## src/rtl/cmul_operand_loader.sv

```systemverilog
// -----------------------------------------------------------------------------
// cmul_operand_loader
//
// Hardware driver for the complex triple-product multiplier. Six signed Q3.2
// operand words arrive one at a time on a valid/ready stream. They are placed
// in the areal, aimag, breal, bimag, creal, cimag slots in that order and then
// presented in parallel. The loader then pulses input_rdy for one cycle and
// waits LATENCY cycles. It captures preal/pimag (Q10.5) and offers the pair on
// a valid/ready result port.
//
// Build option:
//   CMUL_LOADER_PREFETCH_EN - adds a shadow operand bank. The bank keeps
//     accepting the next set while the current set is in flight. On the result
//     handshake a full shadow set is fired straight away. A partial shadow set
//     is moved into the active slots, and loading resumes from that count.
//
// Ports:
//   clk                      rising-edge clock
//   reset                    asynchronous, active-low reset
//   s_valid/s_ready/s_data   serial operand stream (signed IW bits)
//   areal..cimag             parallel operands to the multiplier
//   input_rdy                one-cycle start pulse to the multiplier
//   preal/pimag              multiplier result (signed OW bits)
//   r_valid/r_ready          result handshake
//   r_real/r_imag            captured result
//   busy                     low only when idle in LOAD with no words held
// -----------------------------------------------------------------------------
module cmul_operand_loader #(
    parameter int IW      = 5,
    parameter int OW      = 15,
    parameter int LATENCY = 10
) (
    input  logic                 clk,
    input  logic                 reset,
    input  logic                 s_valid,
    output logic                 s_ready,
    input  logic signed [IW-1:0] s_data,
    output logic signed [IW-1:0] areal,
    output logic signed [IW-1:0] aimag,
    output logic signed [IW-1:0] breal,
    output logic signed [IW-1:0] bimag,
    output logic signed [IW-1:0] creal,
    output logic signed [IW-1:0] cimag,
    output logic                 input_rdy,
    input  logic signed [OW-1:0] preal,
    input  logic signed [OW-1:0] pimag,
    output logic                 r_valid,
    input  logic                 r_ready,
    output logic signed [OW-1:0] r_real,
    output logic signed [OW-1:0] r_imag,
    output logic                 busy
);

    localparam int         NSLOT     = 6;
    localparam logic [2:0] LAST_SLOT = 3'd5;
    localparam logic [2:0] FULL_CNT  = 3'd6;
    localparam logic [7:0] LAT_LOAD  = 8'(LATENCY);

    typedef enum logic [1:0] {
        LOAD = 2'd0,
        FIRE = 2'd1,
        WAIT = 2'd2,
        HOLD = 2'd3
    } state_t;

    state_t               state_q, state_d;
    logic [2:0]           cnt_q, cnt_d;
    logic [7:0]           lat_q, lat_d;
    logic signed [IW-1:0] op_q [NSLOT];
    logic signed [IW-1:0] op_d [NSLOT];
    logic                 input_rdy_q, input_rdy_d;
    logic                 r_valid_q, r_valid_d;
    logic signed [OW-1:0] r_real_q, r_real_d;
    logic signed [OW-1:0] r_imag_q, r_imag_d;
    logic                 accept;

`ifdef CMUL_LOADER_PREFETCH_EN
    logic signed [IW-1:0] sh_q [NSLOT];
    logic signed [IW-1:0] sh_d [NSLOT];
    logic [2:0]           sh_cnt_q, sh_cnt_d;

    // Outside LOAD the stream feeds the shadow bank until it is full.
    assign s_ready = (state_q == LOAD) || (sh_cnt_q != FULL_CNT);
`else
    assign s_ready = (state_q == LOAD);
`endif

    assign accept = s_valid && s_ready;

    always_comb begin
        state_d     = state_q;
        cnt_d       = cnt_q;
        lat_d       = lat_q;
        op_d        = op_q;
        input_rdy_d = 1'b0;
        r_valid_d   = r_valid_q;
        r_real_d    = r_real_q;
        r_imag_d    = r_imag_q;
`ifdef CMUL_LOADER_PREFETCH_EN
        sh_d     = sh_q;
        sh_cnt_d = sh_cnt_q;
        if (accept && (state_q != LOAD)) begin
            for (int i = 0; i < NSLOT; i++) begin
                if (sh_cnt_q == 3'(i)) sh_d[i] = s_data;
            end
            sh_cnt_d = sh_cnt_q + 3'd1;
        end
`endif

        unique case (state_q)
            LOAD: begin
                if (accept) begin
                    for (int i = 0; i < NSLOT; i++) begin
                        if (cnt_q == 3'(i)) op_d[i] = s_data;
                    end
                    if (cnt_q == LAST_SLOT) begin
                        cnt_d       = 3'd0;
                        state_d     = FIRE;
                        input_rdy_d = 1'b1;
                    end else begin
                        cnt_d = cnt_q + 3'd1;
                    end
                end
            end
            FIRE: begin
                state_d = WAIT;
                lat_d   = LAT_LOAD;
            end
            WAIT: begin
                lat_d = lat_q - 8'd1;
                // The counter hits zero on this edge, so the result is valid now.
                if (lat_q == 8'd1) begin
                    r_real_d  = preal;
                    r_imag_d  = pimag;
                    r_valid_d = 1'b1;
                    state_d   = HOLD;
                end
            end
            HOLD: begin
                // r_valid is always high in HOLD, so r_ready alone completes the handshake.
                if (r_ready) begin
                    r_valid_d = 1'b0;
                    state_d   = LOAD;
`ifdef CMUL_LOADER_PREFETCH_EN
                    // sh_*_d already include a word accepted on this same edge.
                    if (sh_cnt_d == FULL_CNT) begin
                        op_d        = sh_d;
                        state_d     = FIRE;
                        input_rdy_d = 1'b1;
                    end else begin
                        for (int i = 0; i < NSLOT; i++) begin
                            if (3'(i) < sh_cnt_d) op_d[i] = sh_d[i];
                        end
                        cnt_d = sh_cnt_d;
                    end
                    sh_cnt_d = 3'd0;
`endif
                end
            end
            default: state_d = LOAD;
        endcase
    end

    always_ff @(posedge clk or negedge reset) begin
        if (!reset) begin
            state_q     <= LOAD;
            cnt_q       <= 3'd0;
            lat_q       <= 8'd0;
            input_rdy_q <= 1'b0;
            r_valid_q   <= 1'b0;
            r_real_q    <= '0;
            r_imag_q    <= '0;
            for (int i = 0; i < NSLOT; i++) op_q[i] <= '0;
`ifdef CMUL_LOADER_PREFETCH_EN
            sh_cnt_q <= 3'd0;
            for (int i = 0; i < NSLOT; i++) sh_q[i] <= '0;
`endif
        end else begin
            state_q     <= state_d;
            cnt_q       <= cnt_d;
            lat_q       <= lat_d;
            input_rdy_q <= input_rdy_d;
            r_valid_q   <= r_valid_d;
            r_real_q    <= r_real_d;
            r_imag_q    <= r_imag_d;
            op_q        <= op_d;
`ifdef CMUL_LOADER_PREFETCH_EN
            sh_cnt_q <= sh_cnt_d;
            sh_q     <= sh_d;
`endif
        end
    end

    assign areal     = op_q[0];
    assign aimag     = op_q[1];
    assign breal     = op_q[2];
    assign bimag     = op_q[3];
    assign creal     = op_q[4];
    assign cimag     = op_q[5];
    assign input_rdy = input_rdy_q;
    assign r_valid   = r_valid_q;
    assign r_real    = r_real_q;
    assign r_imag    = r_imag_q;
    assign busy      = !((state_q == LOAD) && (cnt_q == 3'd0));

endmodule

```

## config.mk

```make
export PLATFORM = sky130hd
export DESIGN_NAME = cmul_operand_loader
export DESIGN_NICKNAME = d
export VERILOG_FILES = /design/src/rtl/cmul_operand_loader.sv
export SDC_FILE = /design/constraint.sdc
export NUM_CORES = 1
export LEC_CHECK = 0
export CAP_MARGIN = 20
export CORE_ASPECT_RATIO = 1.75
export CORE_MARGIN = 1
export CORE_UTILIZATION = 43
export CTS_BUF_LIST = sky130_fd_sc_hd__clkbuf_8
export DETAILED_ROUTE_END_ITERATION = 8
export GPL_TIMING_DRIVEN = 0
export PLACE_DENSITY = 0.78
export SLEW_MARGIN = 20
export SYNTH_ARGS = -nofsm -noshare
export SYNTH_HDL_FRONTEND = slang
export SYNTH_SLANG_ARGS = --single-unit
```

## constraint.sdc

```tcl
create_clock -name clk -period 1.75 [get_ports clk]
set_input_delay 0.4375 -clock clk [delete_from_list [all_inputs] [get_ports clk]]
set_output_delay 0.4375 -clock clk [all_outputs]
set_load 0.005 [all_outputs]
```

==> results of run 1 <==
through the flow:
stage / power (mW) / hold slack (ns) / cells / TNS, ns / worst slack, ns
final: 7.09 / 0.00784 / 442 / -1.69 / -0.253
after global placement: 5.27 / 0.489 / 410 / -181.23 / -2.32
after detailed placement: 5.39 / 0.404 / 411 / -8.24 / -0.442
after global routing: 7.46 / 0.0278 / 442 / -3.18 / -0.294
after floorplan: 3.95 / 0.142 / 222 / 0 / 0.0207
after CTS: 6.75 / 0.0172 / 432 / -0.570 / -0.259
flip-flops by register name, summed over array words and instances (netlist names):
| signal | flops |
|---|---|
| input_rdy | 1 |
| lat_q | 8 |
| breal | 5 |
| aimag | 5 |
| state_q | 2 |
| creal | 5 |
| cimag | 5 |
| areal | 5 |
| bimag | 5 |
| r_real | 15 |
| r_valid | 1 |
| cnt_q | 3 |
| r_imag | 15 |
cell families after synthesis:
group / count (synthesis)
flip-flops: 75
multiplexers: 62
AND/OR/NAND/NOR: 39
buffers and inverters: 20
AO/OA/AOI/OAI: 18
adder cells (fa/ha/maj): 7
XOR/XNOR: 1
worst max-delay path: stages, from the launching register on:
cell and delay (ns):
dfrtp_1 0.49, or4b_4 0.59, buf_6 0.13
timing repair:
item | 4_1_cts | 5_1_grt
cloned | 0 | 0
pin swaps | 2 | 8
gates resized for setup | 14 | 33
buffers inserted | 6 | 11
hold buffers | 0 | 0
endpoints found under the setup margin | 16 | 53
endpoints found under the hold margin | 0 | 0
placed cells by master, fill, tap and decap left out, types with 2 or more instances in the layout:
| cell type | count |
|---|---|
| o21ai_0 | 5 |
| mux2_4 | 48 |
| clkdlybuf4s50_1 | 98 |
| o221ai_1 | 2 |
| nand3_1 | 5 |
| buf_4 | 15 |
| ha_1 | 5 |
| inv_1 | 10 |
| mux2_2 | 13 |
| nand2b_1 | 2 |
| buf_6 | 9 |
| a21oi_1 | 3 |
| nor2_1 | 6 |
| a31oi_1 | 2 |
| inv_2 | 2 |
| dfrtp_1 | 75 |
| clkbuf_8 | 12 |
| nand2_1 | 8 |
power by group through the flow:
stage	Sequential [mW]	Clock (mW)	Combinational, mW
after global routing	2.73	1.35	3.38
final	2.67	1.25	3.16
after floorplan	2.67	0	1.28
after CTS	2.65	1.28	2.81
after global placement	2.65	0	2.62
after detailed placement	2.69	0	2.70
cell usage after synthesis, types with 2 or more instances:
library cell	count
a21oi_1	4
a31oi_1	2
buf_4	3
buf_6	3
clkbuf_1	3
dfrtp_1	75
ha_1	7
inv_1	11
mux2_2	26
mux2_4	35
nand2_1	8
nand2b_1	2
nand3_1	7
nor2_1	6
o21ai_0	5
o221ai_1	2
area by class of cell:
type                            instances  area [um^2]
Fill cell                             526         2390
Sequential cell                        75         1880
Multi-Input combinational cell        127         1420
Timing Repair Buffer                  120         1200
Clock buffer                           12          165
Tap cell                               86          108
Buffer                                  7         61.3
Inverter                               11         41.3
Clock inverter                          4         25.0
per-layer routing:
metal,up-vias,GRT usage [%],part of all wire [%]
met5,-,0,0
li1,1046,-,-
met4,0,9.77,3.1
met3,16,5.52,4.5
met1,1175,21.9,38
met2,71,32.8,55
worst max-delay path by stage:
stage                           to  slack, ns  depth (start not counted)
final                         busy      -0.25                          2
after global routing          busy      -0.29                          4
after CTS                     busy      -0.26                          4
after detailed placement      busy      -0.44                          4
after global placement    cimag[4]      -2.32                          1
after floorplan           areal[0]       0.02                          6
==> summary.txt, run 1 <==
Status - complete, but fails checks
Failing checks - setup timing
Routed length per placed instance - 17.8 um
Pins Over Slew Limit - 0
Layout cell share with drive strength beyond 1 - 33.4%
Worst EP arrival - 1.57 ns
Clk pin slew, worst setup/hold paths - 0.08 ns
Worst vdd ir - 992 uV
Crit end category - primary output
Syn avg cell area - 14.8 um^2
Die area - 7990 um^2
DP Wirelength - 5.23 mm
Switching power - 2.16 mW
Startpoint Class - flip-flop
Final worst path period need - 2.00 ns
Synth unique cells - 39
Synth async-reset ratio - 100%
Grt ovf - 0
Syn-to-layout area delta - 49.4%
Iteration-0 DRC count of the detailed router - 103
Vias in the first global route - 2328
DR vias - 2308
Post-route ant nets - 0
Clock share of power - 17.7%
Initial antenna violation count - 0
Crit share post-route - 114%
Final Hold Fails - 0
Logic pwr share - 44.7%
Sequential power share - 37.6%
Hold Path Class - input port to asynchronous set/reset pin
Synth top area share - 57.3%
CTS Buffer Depth - 2
Diodes inserted - 0
Placed cell areas - 4440 um^2
Post-synthesis simple-gate area fraction - 7.67%
# nets final - 397
Root Buffer - clkbuf_8
Worst slew margin - 63.0%
Post-synth EDFFs - 0
RR Endpoint - areal[1]
Total GRT Usage - 19.7%
Setup violations, final - 23
Skew-Pair Late Insertion Delay - 0.36 ns
Drt total wl - 7.89 mm
FF-to-FF Start - state_q[1]
Syn. warnings - 0
Largest family of logic cells by synthesized area - multiplexers
Clk sinks - 75
Finished Core Util - 67.2%
H-tree levels - 3
Num rows - 41
First-pass GRT wire length - 11.4 mm
Chip width - 68 um
Core footprint - 7280 um^2
Remaining DRCs - 0
Tightest Pin Transition - 0.551 ns
Layout Skew - 0.00789 ns
Pin count of the biggest net entering global routing - 46
R2r worst-path depth - 7
Max Clk Rate - 499 MHz
Fin area - 4900 um^2
Ys flop type - dfrtp_1
Syn Nets - 268
Leak pwr - 2.26 nW
Setup slack after layout - -0.253 ns
Starting Density - 45.0%
GP Congestion - 0.760
Adder-cell area share of the yosys netlist - 2.67%
I/O pins - 103
Detailed Routing Iterations Pass 1 - 4
Max Cap Violations - 0
Crit path from - cnt_q[2]
RSZ-0062 raised after global routing - yes
Cell Area, Synth - 3280 um^2
Synth Instances - 222
Cell taking the most area after synthesis - dfrtp_1
Sw frac - 30.5%
Crit Path Category - flip-flop to primary output
Main area contributors after synthesis - dfrtp_1 57%, mux2_4 16%, mux2_2 8.9%
Post-synthesis mux area share - 25.3%
Int Pwr - 4.92 mW
Sequential share of the synthesized area - 57.3%
Die height - 118 um
Via density - 5.22
Max FO, Critical Path - 8
Synth Area in Compound Gates - 3.55%
Synth Area in XOR/XNOR - 0.267%
WP data required - 1.31 ns
FF-to-FF setup slack - -0.15 ns
Seq cells post-synth - 75
CTS tree - built
Pwr Density - 1450 nW/um^2
Total CTS buffers - 9
Port-buffer cells - 102
(Power assumes the default switching activity.)
==> run 2: changes to the inputs <==
Settings changed: ABC_AREA set to 1.
==> run 2 against run 1 <==
- the run now ends clean
- synthesized area shrank 1.8%
- sequential power is essentially flat
- count of clock-buffer cells in the layout down 1
- non-clock buffer count shrank 8
- utilization shrank 3.1 points
- highest routed layer unchanged
- die area decreased by 1.7%
- sequential share of layout area increased by 2.2 points
- power decreased by 4.7%
- setup slack better by 0.32 ns
- critical endpoint is now cimag[4]
==> summary.txt, run 2 <==
Crit share post-route - 96.4%
Via density - 4.87
Startpoint Class - flip-flop
Detailed Routing Iterations Pass 1 - 4
Synth unique cells - 28
Crit Path Category - flip-flop to primary output
Crit end category - primary output
Skew-Pair Late Insertion Delay - 0.34 ns
Layout Skew - 0.00479 ns
Total CTS buffers - 9
Chip width - 67.4 um
H-tree levels - 3
Max FO, Critical Path - 2
Syn. warnings - 0
Routed length per placed instance - 13.8 um
Synth Area in Compound Gates - 6.37%
Vias in the first global route - 2642
Final worst path period need - 1.69 ns
Met1 wire length - 2.88 mm
Cts hold-fix bufs - 0
Top-count cell post-synth - nand2_1
First-pass GRT wire length - 12.0 mm
Commonest non-fill, non-tap cells in the layout - 111 x nand2_1, 99 x clkdlybuf4s50_1, 73 x dfrtp_1
CTS tree - built
Final Power - 6.75 mW
Leak pwr - 2.15 nW
Clk sinks - 75
Setup violations, final - 0
Slowest cell on crit path - clkdlybuf4s50_1
Pins Over Slew Limit - 0
Layout cell share with drive strength beyond 1 - 12.6%
Main area contributors after synthesis - dfrtp_1 58%, nand2_1 13%, nand3_1 5.9%
Worst vdd ir - 1050 uV
I/O pins - 103
Final Hold Fails - 0
Die height - 116 um
Met2 wire length - 4.06 mm
Die area - 7850 um^2
Synth async-reset ratio - 100%
Synth Instances - 346
Adder-cell area share of the yosys netlist - 2.72%
Synth top area share - 58.3%
Clk pin slew, worst setup/hold paths - 0.07 ns
Critical path buffers and inverters - 1
Diodes inserted - 0
Starting Density - 44.5%
Worst EP arrival - 1.25 ns
CP Cell Sequence - clkdlybuf4s50_1
Status - finished, final reports clean
Cell taking the most area after synthesis - dfrtp_1
Syn-to-layout area delta - 44.1%
Syn Nets - 392
DR vias - 2698
Cell Area, Synth - 3220 um^2
Core footprint - 7230 um^2
Synth cell count leaders - 111 x nand2_1, 75 x dfrtp_1, 38 x nand3_1, 28 x o21ai_0, 24 x inv_1
Port-buffer cells - 102
Initial antenna violation count - 0
Num rows - 41
Iteration-0 DRC count of the detailed router - 129
Worst slew margin - 74.4%
Final Non-Filler Cells - 554
Post-route ant nets - 0
# nets final - 509
Largest family of logic cells by synthesized area - simple AND/OR/NAND/NOR gates
Pwr Density - 1460 nW/um^2
DP Wirelength - 5.59 mm
Ys flop type - dfrtp_1
Drt total wl - 7.66 mm
Hold Path Class - input port to asynchronous set/reset pin
WP data required - 1.31 ns
Post-synthesis mux area share - 0%
Grt ovf - 0
GP Congestion - 0.777
Max Clk Rate - 593 MHz
Syn avg cell area - 9.31 um^2
Synth Area in XOR/XNOR - 0.816%
Worst stage delay on the critical path - 0.53 ns
RSZ-0062 raised after global routing - no
Total GRT Usage - 20.8%
Tightest Pin Transition - 0.384 ns
WL met3 - 626 um
Seq cells post-synth - 75
Crit path max-delay family - buffers and inverters
Max Cap Violations - 0
Remaining DRCs - 0
Commonest non-fill, non-tap cell in the layout - nand2_1
Root Buffer - clkbuf_8
Top sig layer - met4
Post-synthesis simple-gate area fraction - 25.4%
Sequential share of the synthesized area - 58.3%
Pin count of the biggest net entering global routing - 49
CTS Buffer Depth - 2
Post-synth EDFFs - 0
Post-Place Cells - 535
FF-to-FF setup slack - 0.14 ns
[run 2: metrics by stage]
stage               worst slack, ns  TNS, ns  hold slack, ns  util [%]  cell area (um^2)
floorplan                     0.310        0           0.142         -              3220
global placement              -2.27  -170.29           0.453      60.1              4350
detailed placement          -0.0684   -0.340           0.387      60.5              4370
CTS                         0.00431        0         0.00764      64.2              4640
global route                 0.0163        0          0.0210      64.1              4640
finish                       0.0637        0          0.0111      64.1              4640
[run 2: path summary, 6_finish.rpt]
path                                 start          to  depth (start not counted)
worst max-delay path              cimag[4]    cimag[4]                          1
worst min-delay path                 reset  state_q[0]                          1
worst max register to register  state_q[0]    lat_q[5]                          8
worst min register to register   r_real[1]   r_real[1]                          2
max in group asynchronous            reset    cimag[2]                          2
min in group clk                 r_real[1]   r_real[1]                          2
[run 2: cells by family (layout without fill, tap and decap cells)]
logic type | count (synthesis) | count (layout)
adder cells (fa/ha/maj) | 7 | 7
buffers and inverters | 38 | 160
XOR/XNOR | 3 | 3
AND/OR/NAND/NOR | 185 | 185
flip-flops | 75 | 75
AO/OA/AOI/OAI | 38 | 38
[run 2: final cells by class]
cell class	instances	area, um^2
inverters	25	93.8
clock inverters	5	76.3
fillers	597	2590
well taps	86	108
clock buffers	11	151
multi-input cells	233	1150
plain buffers	13	115
flip-flops and latches	75	1880
repair buffers	106	1060
[run 2: power breakdown]
part / internal [mW] / total (mW) / switching (mW)
registers: 2.28 / 2.65 / 0.364
logic: 1.41 / 2.62 / 1.21
clock network: 0.873 / 1.48 / 0.610
[run 2: routing by layer]
layer / vias to the layer above / global-route usage [%]
li1: 1338 / -
met1: 1259 / 20.7
met2: 89 / 37.1
met3: 12 / 8.89
met4: 0 / 8.23
met5: - / 0
[run 2: what timing repair did]
action                                 4_1_cts  5_1_grt
setup buffers                                3        0
gates resized for setup                     10        7
pin swaps                                    1        0
setup endpoints to repair                    2       31
endpoints found under the hold margin        0        0
==> run 3: changes to the inputs <==
Settings changed: CTS_CLUSTER_SIZE set to 25, PLACE_DENSITY 0.78 to 0.74.
==> run 3 against run 2 <==
- critical path depth stayed put
- utilization is 0.40 points lower
- non-clock buffer count is 1 lower
- final area is 0.62% lower
- fmax is 0.72% lower
- largest cell class unchanged
- highest routed layer unchanged
- sequential power hardly changed
- sequential cell count stayed put
==> summary.txt, run 3 (synthesized netlist as in run 2, its figures left out) <==
Iteration-0 DRC count of the detailed router - 114
Worst stage delay on the critical path - 0.54 ns
# nets final - 508
Commonest non-fill, non-tap cell in the layout - nand2_1
CTS tree - built
Clk sinks - 75
RSZ-0062 raised after global routing - no
GP Congestion - 0.826
Die height - 116 um
CTS Buffer Depth - 2
RR Endpoint - lat_q[7]
First-pass GRT wire length - 12.7 mm
Layout Skew - 0.00480 ns
Hold Path Class - input port to asynchronous set/reset pin
Status - finished, final reports clean
Total GRT Usage - 22.0%
FF-to-FF setup slack - 0.17 ns
Via density - 4.96
Pwr Density - 1440 nW/um^2
Diodes inserted - 0
Num rows - 41
I/O pins - 103
Initial antenna violation count - 0
DR vias - 2737
Critical path buffers and inverters - 1
Placed cell areas - 4370 um^2
Tightest Pin Transition - 0.554 ns
Commonest non-fill, non-tap cells in the layout - 111 x nand2_1, 99 x clkdlybuf4s50_1, 74 x dfrtp_1
Final worst path period need - 1.70 ns
DP Wirelength - 5.71 mm
Routed length per placed instance - 14.0 um
Pin count of the biggest net entering global routing - 43
Slowest cell on crit path - clkdlybuf4s50_1
Port-buffer cells - 102
Crit Path Category - flip-flop to primary output
Skew-Pair Late Insertion Delay - 0.35 ns
Crit share post-route - 97.1%
Setup violations, final - 0
Fin area - 4610 um^2
Layout cell share with drive strength beyond 1 - 12.2%
Final Non-Filler Cells - 552
Max FO, Critical Path - 2
Post-Place Cells - 535
Crit path max-delay family - buffers and inverters
Vias in the first global route - 2767
Crit end category - primary output
Core footprint - 7230 um^2
Worst slew margin - 63.1%
Chip width - 67.4 um
Startpoint Class - flip-flop
Detailed Routing Iterations Pass 1 - 4
Leak pwr - 2.13 nW
Max Cap Violations - 0
Total CTS buffers - 9
Max Clk Rate - 589 MHz
Final Hold Fails - 0
CP Cell Sequence - clkdlybuf4s50_1
Worst vdd ir - 837 uV
Starting Density - 44.5%
Root Buffer - clkbuf_8
H-tree levels - 3
Remaining DRCs - 0
Drt total wl - 7.73 mm
Pins Over Slew Limit - 0
Worst EP arrival - 1.26 ns
WP data required - 1.31 ns
Hold Worst Slack - 0.0727 ns
R2r worst-path depth - 10
Setup TNS - 0 ns
Syn-to-layout area delta - 43.2%
Grt ovf - 0
Post-route ant nets - 0
Final Power - 6.66 mW
Die area - 7850 um^2
Clk pin slew, worst setup/hold paths - 0.07 ns
FF-to-FF Start - state_q[0]
## run 3: worst max path at each step
stage,startpoint,endpoint,slack [ns],cells past startpoint
after floorplan,state_q[1],lat_q[7],0.31,10
after global placement,reset,aimag[3],-2.34,1
after detailed placement,s_valid,aimag[3],-0.02,7
after CTS,cimag[2],cimag[2],0.04,1
after global routing,cimag[2],cimag[2],0.008,1
final,cimag[2],cimag[2],0.05,1
## run 3: through the flow
stage / util (%) / setup slack [ns]
final: 63.7 / 0.0515
after global placement: 60.1 / -2.34
after CTS: 63.7 / 0.0351
after floorplan: - / 0.310
after detailed placement: 60.4 / -0.0233
after global routing: 63.7 / 0.00764
## run 3: what timing repair did
item	4_1_cts	5_1_grt
endpoints found under the setup margin	2	29
buffers inserted	2	0
pin swaps	1	0
cloned	0	0
hold buffers	0	0
resized for setup	11	7
## run 3: per-layer routing
layer	vias to the layer above	GRT usage [%]	share of wire [%]
li1	1337	-	-
met1	1296	23.2	38
met2	94	38.2	53
met3	10	8.50	7.5
met4	0	9.08	1.7
met5	-	0	0
## run 3: final cells by class
class                           count  area [um^2]
Fill cell                         615         2620
Sequential cell                    75         1880
Multi-Input combinational cell    233         1160
Timing Repair Buffer              105         1050
Clock buffer                       13          179
Buffer                             13          115
Tap cell                           86          108
Inverter                           25         93.8
Clock inverter                      2         33.8
## run 3: power breakdown
part | leakage, nW | switching [mW] | internal (mW) | total [mW]
logic | 1.19 | 1.21 | 1.40 | 2.61
registers | 0.829 | 0.362 | 2.29 | 2.65
clock network | 0.113 | 0.602 | 0.802 | 1.40
total | 2.13 | 2.17 | 4.49 | 6.66
